[config.mk]
export PLATFORM = sky130hd
export DESIGN_NAME = mc_alu_flat
export DESIGN_NICKNAME = d
export VERILOG_FILES = /design/src/rtl/mc_alu_if.sv /design/src/rtl/mc_alu.sv /design/src/flat_wrapper.sv
export SDC_FILE = /design/constraint.sdc
export NUM_CORES = 1
export LEC_CHECK = 0
export BUFFER_PORTS_ARGS = -buffer_cell sky130_fd_sc_hd__buf_2
export CORE_AREA = 4 4 134 233
export CTS_BUF_LIST = sky130_fd_sc_hd__clkbuf_16
export DETAILED_ROUTE_END_ITERATION = 10
export DIE_AREA = 0 0 138 237
export PLACE_DENSITY = 0.67
export SYNTH_ARGS = -nofsm -noshare
export SYNTH_HDL_FRONTEND = slang
export SYNTH_SLANG_ARGS = --single-unit
[constraint.sdc]
create_clock -name clk_i -period 4.5 [get_ports clk_i]
set_input_delay 0.45 -clock clk_i [delete_from_list [all_inputs] [get_ports clk_i]]
set_output_delay 0.45 -clock clk_i [all_outputs]
set_load 0.005 [all_outputs]
[src/rtl/mc_alu_if.sv]
// Request/response bundle between the ID/EX stage and mc_alu.
// Port names keep the pipeline's established _i/_o naming so existing hookups line up.
// slave = the ALU side, master = the pipeline/driver side.
interface mc_alu_if;
    logic        valid_i;
    logic [2:0]  ALUCtrl_i;
    logic [31:0] data1_i;
    logic [31:0] data2_i;
    logic [31:0] data_o;
    logic        valid_o;
    logic        busy_o;

    modport slave (
        input  valid_i, ALUCtrl_i, data1_i, data2_i,
        output data_o, valid_o, busy_o
    );

    modport master (
        output valid_i, ALUCtrl_i, data1_i, data2_i,
        input  data_o, valid_o, busy_o
    );
endinterface

[src/rtl/mc_alu.sv]
// Multi-cycle ALU: single-cycle logic/shift/add ops, MUL by 32-step shift-add (or 1 cycle with MC_ALU_FAST_MUL_EN).
// Latency: 1 edge for single-cycle ops, result after acceptance edge + 32 for iterative MUL.
// Backpressure: busy_o high while a MUL iterates; requests seen while busy are dropped, not queued.
module mc_alu (
    input  logic    clk_i,
    input  logic    rst_i,
    mc_alu_if.slave bus
);
    localparam logic [0:0] IDLE = 1'b0;
    localparam logic [0:0] MULT = 1'b1;

    localparam logic [2:0] OP_AND  = 3'b000;
    localparam logic [2:0] OP_XOR  = 3'b001;
    localparam logic [2:0] OP_SLL  = 3'b010;
    localparam logic [2:0] OP_ADD  = 3'b011;
    localparam logic [2:0] OP_SUB  = 3'b100;
    localparam logic [2:0] OP_MUL  = 3'b101;
    localparam logic [2:0] OP_ADDI = 3'b110;
    localparam logic [2:0] OP_SRAI = 3'b111;

`ifdef MC_ALU_FAST_MUL_EN
    // MUL is folded into the single-cycle result mux; the iterative path is never entered.
    localparam logic MUL_ITER = 1'b0;
`else
    localparam logic MUL_ITER = 1'b1;
`endif

    logic [0:0]  state;
    logic [31:0] mcand;
    logic [31:0] mplier;
    logic [31:0] acc;
    logic [4:0]  cnt;
    logic [4:0]  shamt;
    logic [31:0] single_res;
    logic [31:0] acc_next;
    logic        is_mul;

    assign shamt      = bus.data2_i[4:0];
    assign is_mul     = (bus.ALUCtrl_i == OP_MUL);
    assign acc_next   = acc + (mplier[0] ? mcand : 32'd0);
    // busy comes from the state register only so the hazard unit never sees a combinational path from valid_i.
    assign bus.busy_o = (state == MULT);

    // Result of every operation that completes on the acceptance edge.
    always_comb begin
        single_res = 32'd0;
        case (bus.ALUCtrl_i)
            OP_AND:  single_res = bus.data1_i & bus.data2_i;
            OP_XOR:  single_res = bus.data1_i ^ bus.data2_i;
            OP_SLL:  single_res = bus.data1_i << shamt;
            OP_ADD:  single_res = bus.data1_i + bus.data2_i;
            OP_SUB:  single_res = bus.data1_i - bus.data2_i;
`ifdef MC_ALU_FAST_MUL_EN
            OP_MUL:  single_res = bus.data1_i * bus.data2_i;
`else
            OP_MUL:  single_res = 32'd0;
`endif
            OP_ADDI: single_res = bus.data1_i + bus.data2_i;
            OP_SRAI: single_res = 32'($signed(bus.data1_i) >>> shamt);
            default: single_res = 32'd0;
        endcase
    end

    // Accept requests in IDLE, iterate the shift-add multiplier in MULT, register results and the valid pulse.
    always_ff @(posedge clk_i or posedge rst_i) begin
        if (rst_i) begin
            state       <= IDLE;
            mcand       <= 32'd0;
            mplier      <= 32'd0;
            acc         <= 32'd0;
            cnt         <= 5'd0;
            bus.data_o  <= 32'd0;
            bus.valid_o <= 1'b0;
        end else begin
            bus.valid_o <= 1'b0;
            case (state)
                IDLE: begin
                    if (bus.valid_i) begin
                        if (is_mul && MUL_ITER) begin
                            state  <= MULT;
                            mcand  <= bus.data1_i;
                            mplier <= bus.data2_i;
                            acc    <= 32'd0;
                            cnt    <= 5'd0;
                        end else begin
                            bus.data_o  <= single_res;
                            bus.valid_o <= 1'b1;
                        end
                    end
                end
                MULT: begin
                    acc    <= acc_next;
                    mcand  <= mcand << 1;
                    mplier <= mplier >> 1;
                    cnt    <= cnt + 5'd1;
                    // 32nd iteration: publish the final partial sum directly.
                    if (cnt == 5'd31) begin
                        state       <= IDLE;
                        bus.data_o  <= acc_next;
                        bus.valid_o <= 1'b1;
                    end
                end
                default: state <= IDLE;
            endcase
        end
    end
endmodule
[src/flat_wrapper.sv]
// flat-port wrapper written by rule: the top's interface ports become plain ports
module mc_alu_flat 
  (clk_i, rst_i, bus_valid_i, bus_ALUCtrl_i, bus_data1_i, bus_data2_i, bus_data_o, bus_valid_o, bus_busy_o);
  mc_alu_if bus_i ();
  input  logic clk_i;
  input  logic rst_i;
  input wire logic [$bits(bus_i.valid_i)-1:0] bus_valid_i;
  input wire logic [$bits(bus_i.ALUCtrl_i)-1:0] bus_ALUCtrl_i;
  input wire logic [$bits(bus_i.data1_i)-1:0] bus_data1_i;
  input wire logic [$bits(bus_i.data2_i)-1:0] bus_data2_i;
  output wire logic [$bits(bus_i.data_o)-1:0] bus_data_o;
  output wire logic [$bits(bus_i.valid_o)-1:0] bus_valid_o;
  output wire logic [$bits(bus_i.busy_o)-1:0] bus_busy_o;
  assign bus_i.valid_i = bus_valid_i;
  assign bus_i.ALUCtrl_i = bus_ALUCtrl_i;
  assign bus_i.data1_i = bus_data1_i;
  assign bus_i.data2_i = bus_data2_i;
  assign bus_data_o = bus_i.data_o;
  assign bus_valid_o = bus_i.valid_o;
  assign bus_busy_o = bus_i.busy_o;
  mc_alu u_core (.clk_i(clk_i), .rst_i(rst_i), .bus(bus_i));
endmodule
-- Word level (Yosys, flattened, before mapping)
Cells that the tools add are included.
- input port bits: 70
- flip-flop bits (word level): 135
- $add $sub $neg: 4
- bitwise logic cells: 3
- equal/unequal tests: 12
- reductions and logical operators: 4
- shifts and indexed selects: 2
- mux-type cells: 26
- operators by type and width (operator ; number):
    2-to-1 mux 32 bit ; 10
    case mux 32 bit (2 select lines) ; 4
    case mux 32 bit (6 select lines) ; 1
    adder 32 bit ; 2
    AND 32 bit ; 1
    left shift 32 x 5 -> 32 bit ; 1
    >>> shifter 32 x 5 -> 32 bit ; 1
    subtractor 32 bit ; 1
    XOR 32 bit ; 1
    equality test 3 bit (second input constant) ; 4
    2-to-1 mux 5 bit ; 2
    case mux 5 bit (2 select lines) ; 1
    equality test 3 x 2 -> 1 bit (second input constant) ; 2
    2-to-1 mux 1 bit ; 6
    inequality test 2 bit (second input constant) ; 3
    adder 5 x 1 -> 5 bit (second input constant) ; 1
    equality test 5 bit (second input constant) ; 1
    case mux 1 bit (2 select lines) ; 2
    equality test 3 x 1 -> 1 bit (second input constant) ; 1
    logical NOT 3 bit ; 1
    AND reduction 3 bit ; 1
    inequality test 2 x 1 -> 1 bit (second input constant) ; 1
    AND reduction 2 bit ; 1
    OR reduction 2 bit ; 1
    inverter 1 bit ; 1

-- Longest topological paths before layout
- depth in word-level cells: 6
- gate-level depth with buffers: 21

-- Least setup slack after synthesis
Ideal clock, no wire load.
- kind: input -> register
- from: input port bus_data2_i[0]
- to: register u_core.bus.data_o[28]
- arrival time: 4791 ps
- path buffers: 4
- required time: 4435 ps
- library setup time: 65 ps
- path slack: -356 ps
- cell stages on the path: 20
- path through: buf_2 buf_2 buf_2 inv_1 ha_1 or3b_1 or4_4 nor4_4 a21oi_1 xor2_1 ha_1 clkbuf_1 nand2_1 nor2_1 nand4_1 or3_1 o21a_1 or4_1 o2111ai_1 o22a_1
- word-level cells in the longest chain between the ends: 5
- elaborated cells on any way between the ends: 8
- classes of those cells: add/sub: 2; shift: 2; mux: 4
- RTL lines (element ; line ; RTL):
    start, declared ; flat_wrapper.sv:10 ; input wire logic [$bits(bus_i.data2_i)-1:0] bus_data2_i;
    adder 32 bit, or another cell as far along ; mc_alu.sv:51, mc_alu.sv:58 ;
    case mux 32 bit (6 select lines) (*) ; mc_alu.sv:47 ; case (bus.ALUCtrl_i)
    2-to-1 mux 32 bit (*) ; mc_alu.sv:79 ; if (is_mul && MUL_ITER) begin
    2-to-1 mux 32 bit (*) ; mc_alu.sv:78 ; if (bus.valid_i) begin
    case mux 32 bit (2 select lines) (*) ; mc_alu.sv:76 ; case (state)
    end signal, assigned ; mc_alu.sv:86 ; bus.data_o <= single_res;
    end signal, assigned ; mc_alu.sv:99 ; bus.data_o <= acc_next;
    end, declared ; mc_alu_if.sv:15 ; output data_o, valid_o, busy_o
Mark *: on every way between the ends. The rest lies on a longest branch, timed or not. The select of a mux whose other input is x is not followed.
A chain may end at the register's enable or synchronous reset.

-- Final worst setup path
- from: input port bus_data2_i[4]
- to: register u_core.bus.data_o[25]
The elaborated chain is that of the path after synthesis.

==> metrics.txt <==
cts hold-fix bufs=0; Layout Cells excl Fill=2233; reg2reg start=u_core.mplier[0]; area grow syn2layout=13.2%; core area=around 29000 µm²; Worst EP required=slightly below 5 ns; sequential share of the synthesized area=0.233; clk sink count=135; total global-route track usage=0.353; Clk pwr share=0.222; # rows=83; Placed Area=15800 µm²; Post-layout nets=around 2000; fin. max-slew vios=0; First DRT Iteration DRCs=around 1400; worst vdd rail ir drop=just over 0.3 mV; Num CTS Buffers=17; P_sw=2940 µW; WL final=59.1 mm; Final Instance Area=~16000 µm²; sw frac=0.440; commonest non-fill, non-tap cell in the layout=nand2_1; Mapped Area=14500 µm²; Root Driver=clkbuf_16; Top Ports=between 100 and 150; setup bufs post-CTS=0; most frequent cells in the layout=nand2_1 (213), o21ai_0 (193), a21oi_1 (134), dfrtp_1 (134), nor2_1 (127); CTS tree=yes; endpoints failing setup=0; Die ar.=between 30000 and 40000 µm²; post-synthesis register bit count=approximately 140; first-pass GRT wire length=about 89 mm; r2r worst-path depth=12; Sequential Power Share=0.305; antenna-violating nets left=0; Die X=~140 µm; Hold Fails Final Rpt=0; post-layout min period=4.21 ns; Highest Clock Rate=238 MHz; Avg Inst Size Synth=8.35 µm²; CTS-repair resized insts=0; Post-synth EDFFs=0; Remaining Overflow, GRT=0; Final period util=0.935; share of cells above drive strength 1=0.187; flop2flop setup slack=about 0.60 ns; H-tree depth=4; Syn Inst Count=1735; Layout Skew=approximately 0.010 ns; internal power=~3700 µW; startpoint type of the worst setup path=input port; DP HPWL=44.3 mm; Avg Vias per Cell=6.63; crit path DAT=~4.6 ns; Diodes inserted=0; Netlist cell types=82; largest net degree at the start of global routing=95; nature of the critical path endpoint=register; count of input and output buffers=between 100 and 150; placed cells=between 2000 and 2500; Pre-antenna DRT Iters=6; Post-synth top flop=dfrtp_1; Critical R2R Capture=u_core.bus.data_o[30]; Clk pin slew, worst setup/hold paths=roughly 0.070 ns; run status=finished clean; Crit Path Class=input port to register; RSZ-0062 raised after global routing=false; Power, Total=about 6700 µW; Fill cells=2835; initial antenna violation count=0; CP max FO=5; initial core utilization=0.495; Vert. Die Dim=about 240 µm; routability congestion estimate from global placement=1.04; CTS max path bufs=2; Slew HR=0.352; Least-Margin Pin Slew=between 0.9 and 1 ns; Post-Route Utilization=0.560; combinational power share=0.473; pwr/cell area=slightly above 400 nW/µm²; Async SR Flop Fraction=1.00; leak pwr=0.00741 µW; via count of the first global-routing pass=14700; Worst-Skew Late Latency=approximately 0.46 ns; max_cap viols=0; hold crit path type=input port to async pin; remaining routing DRC violations=0; routed len/inst=between 20 and 30 µm; Synth warnings=0; via total after detailed routing=roughly 15000; syn nets=between 1500 and 2000
==> cells in the mapped netlist (6+ instances only) <==
library cell	n	area (µm²)
nand2_1	215	807
o21ai_0	193	966
dfrtp_1	135	3380
a21oi_1	134	671
nor2_1	130	488
mux2i_1	110	1100
ha_1	103	1290
clkbuf_1	78	293
mux4_2	57	1280
inv_1	43	161
xnor2_1	42	368
and2_1	37	231
xor2_1	35	307
a21o_1	26	195
a31oi_1	26	163
nand3_1	26	130
o211ai_1	22	165
mux2_2	21	236
buf_1	19	71.3
nor3_1	19	95.1
nand2b_1	17	106
a211oi_1	16	120
a221oi_1	15	131
o22ai_1	14	87.6
a22o_1	12	105
o221ai_1	12	105
buf_2	11	55.1
o21a_1	10	75.1
o311ai_0	10	87.6
and3_1	8	50.1
nand4_1	8	50.1
o31ai_1	8	60.1
a211o_1	6	52.6
a221o_1	6	60.1
nor2b_1	6	37.5
o21bai_1	6	45.0
or3_1	6	37.5
==> cell families after synthesis <==
family / after synthesis / share of synthesized area
xor+xnor: 77 / 0.0465
buf+inv: 156 / 0.0419
simple gates: 505 / 0.160
flops: 135 / 0.233
compound gates: 569 / 0.246
mux: 188 / 0.181
fa+ha+maj: 105 / 0.0917
==> sequential cells by signal (all words and copies together), names as in the netlist <==
name / count
u_core.mcand: 32
u_core.bus.data_o: 32
u_core.bus.valid_o: 1
u_core.acc: 32
u_core.mplier: 32
u_core.bus.busy_o: 1
u_core.cnt: 5
==> per-stage QoR <==
| stage | TNS, ns | hold WS [ns] | setup WS (ns) |
|---|---|---|---|
| floorplan | -0.0431 | 0.449 | -0.0431 |
| detailed placement | -0.239 | 0.470 | -0.0800 |
| finish | 0 | 0.171 | 0.290 |
| global placement | -0.0679 | 0.462 | -0.0565 |
| CTS | 0 | 0.211 | 0.343 |
| global route | 0 | 0.244 | 0.0794 |
==> how the worst max path moves through the flow <==
stage                    from                    end  slack [ns]  depth (start not counted)
2_1_floorplan  bus_data2_i[0]  u_core.bus.data_o[28]       -0.04                         20
3_3_place_gp   bus_data2_i[4]  u_core.bus.data_o[18]       -0.06                         17
3_5_place_dp   bus_data2_i[4]  u_core.bus.data_o[25]       -0.08                         18
4_1_cts        bus_data2_i[4]  u_core.bus.data_o[25]        0.34                         18
5_1_grt        bus_data2_i[4]  u_core.bus.data_o[25]        0.08                         18
6_report       bus_data2_i[4]  u_core.bus.data_o[25]        0.29                         18
==> cell type report <==
cell class | instances | area (µm²) | share of cell area
flip-flops and latches | 135 | 3380 | 0.206
clock inverters | 15 | 169 | 0.0103
well taps | 382 | 478 | 0.0291
multi-input cells | 1444 | 10600 | 0.644
clock buffers | 17 | 425 | 0.0259
inverters | 46 | 183 | 0.0111
repair buffers | 194 | 1200 | 0.0734
==> power by group through the flow <==
stage	logic (µW)	clock network, µW	registers, µW
2_1_floorplan	2080	0	1900
3_3_place_gp	3050	0	2020
3_5_place_dp	3100	0	2040
4_1_cts	3120	1500	2030
5_1_grt	3460	1550	2080
6_report	3160	1480	2030
==> worst max-delay path, cell delays in order <==
cell and delay [ns]:
buf_2 0.10, or2_1 0.24, or3b_1 0.46, or4_4 0.61, nor4_4 0.33, buf_4 0.19
a21oi_1 0.08, xor2_1 0.17, ha_1 0.34, buf_4 0.13, a21oi_1 0.09, inv_1 0.08
a21oi_1 0.06, o21ba_2 0.23, o311ai_0 0.33, a21oi_1 0.08, a311o_1 0.37, a31oi_1 0.22
==> routing by layer <==
| metal | GRT usage | vias to the layer above | share of wire |
|---|---|---|---|
| li1 | - | 6681 | - |
| met4 | 0.241 | 0 | 0.078 |
| met1 | 0.418 | 7134 | 0.37 |
| met2 | 0.588 | 759 | 0.48 |
| met5 | 0 | - | 0 |
| met3 | 0.0548 | 226 | 0.069 |
Note: power is estimated with default switching activity, not from simulation.
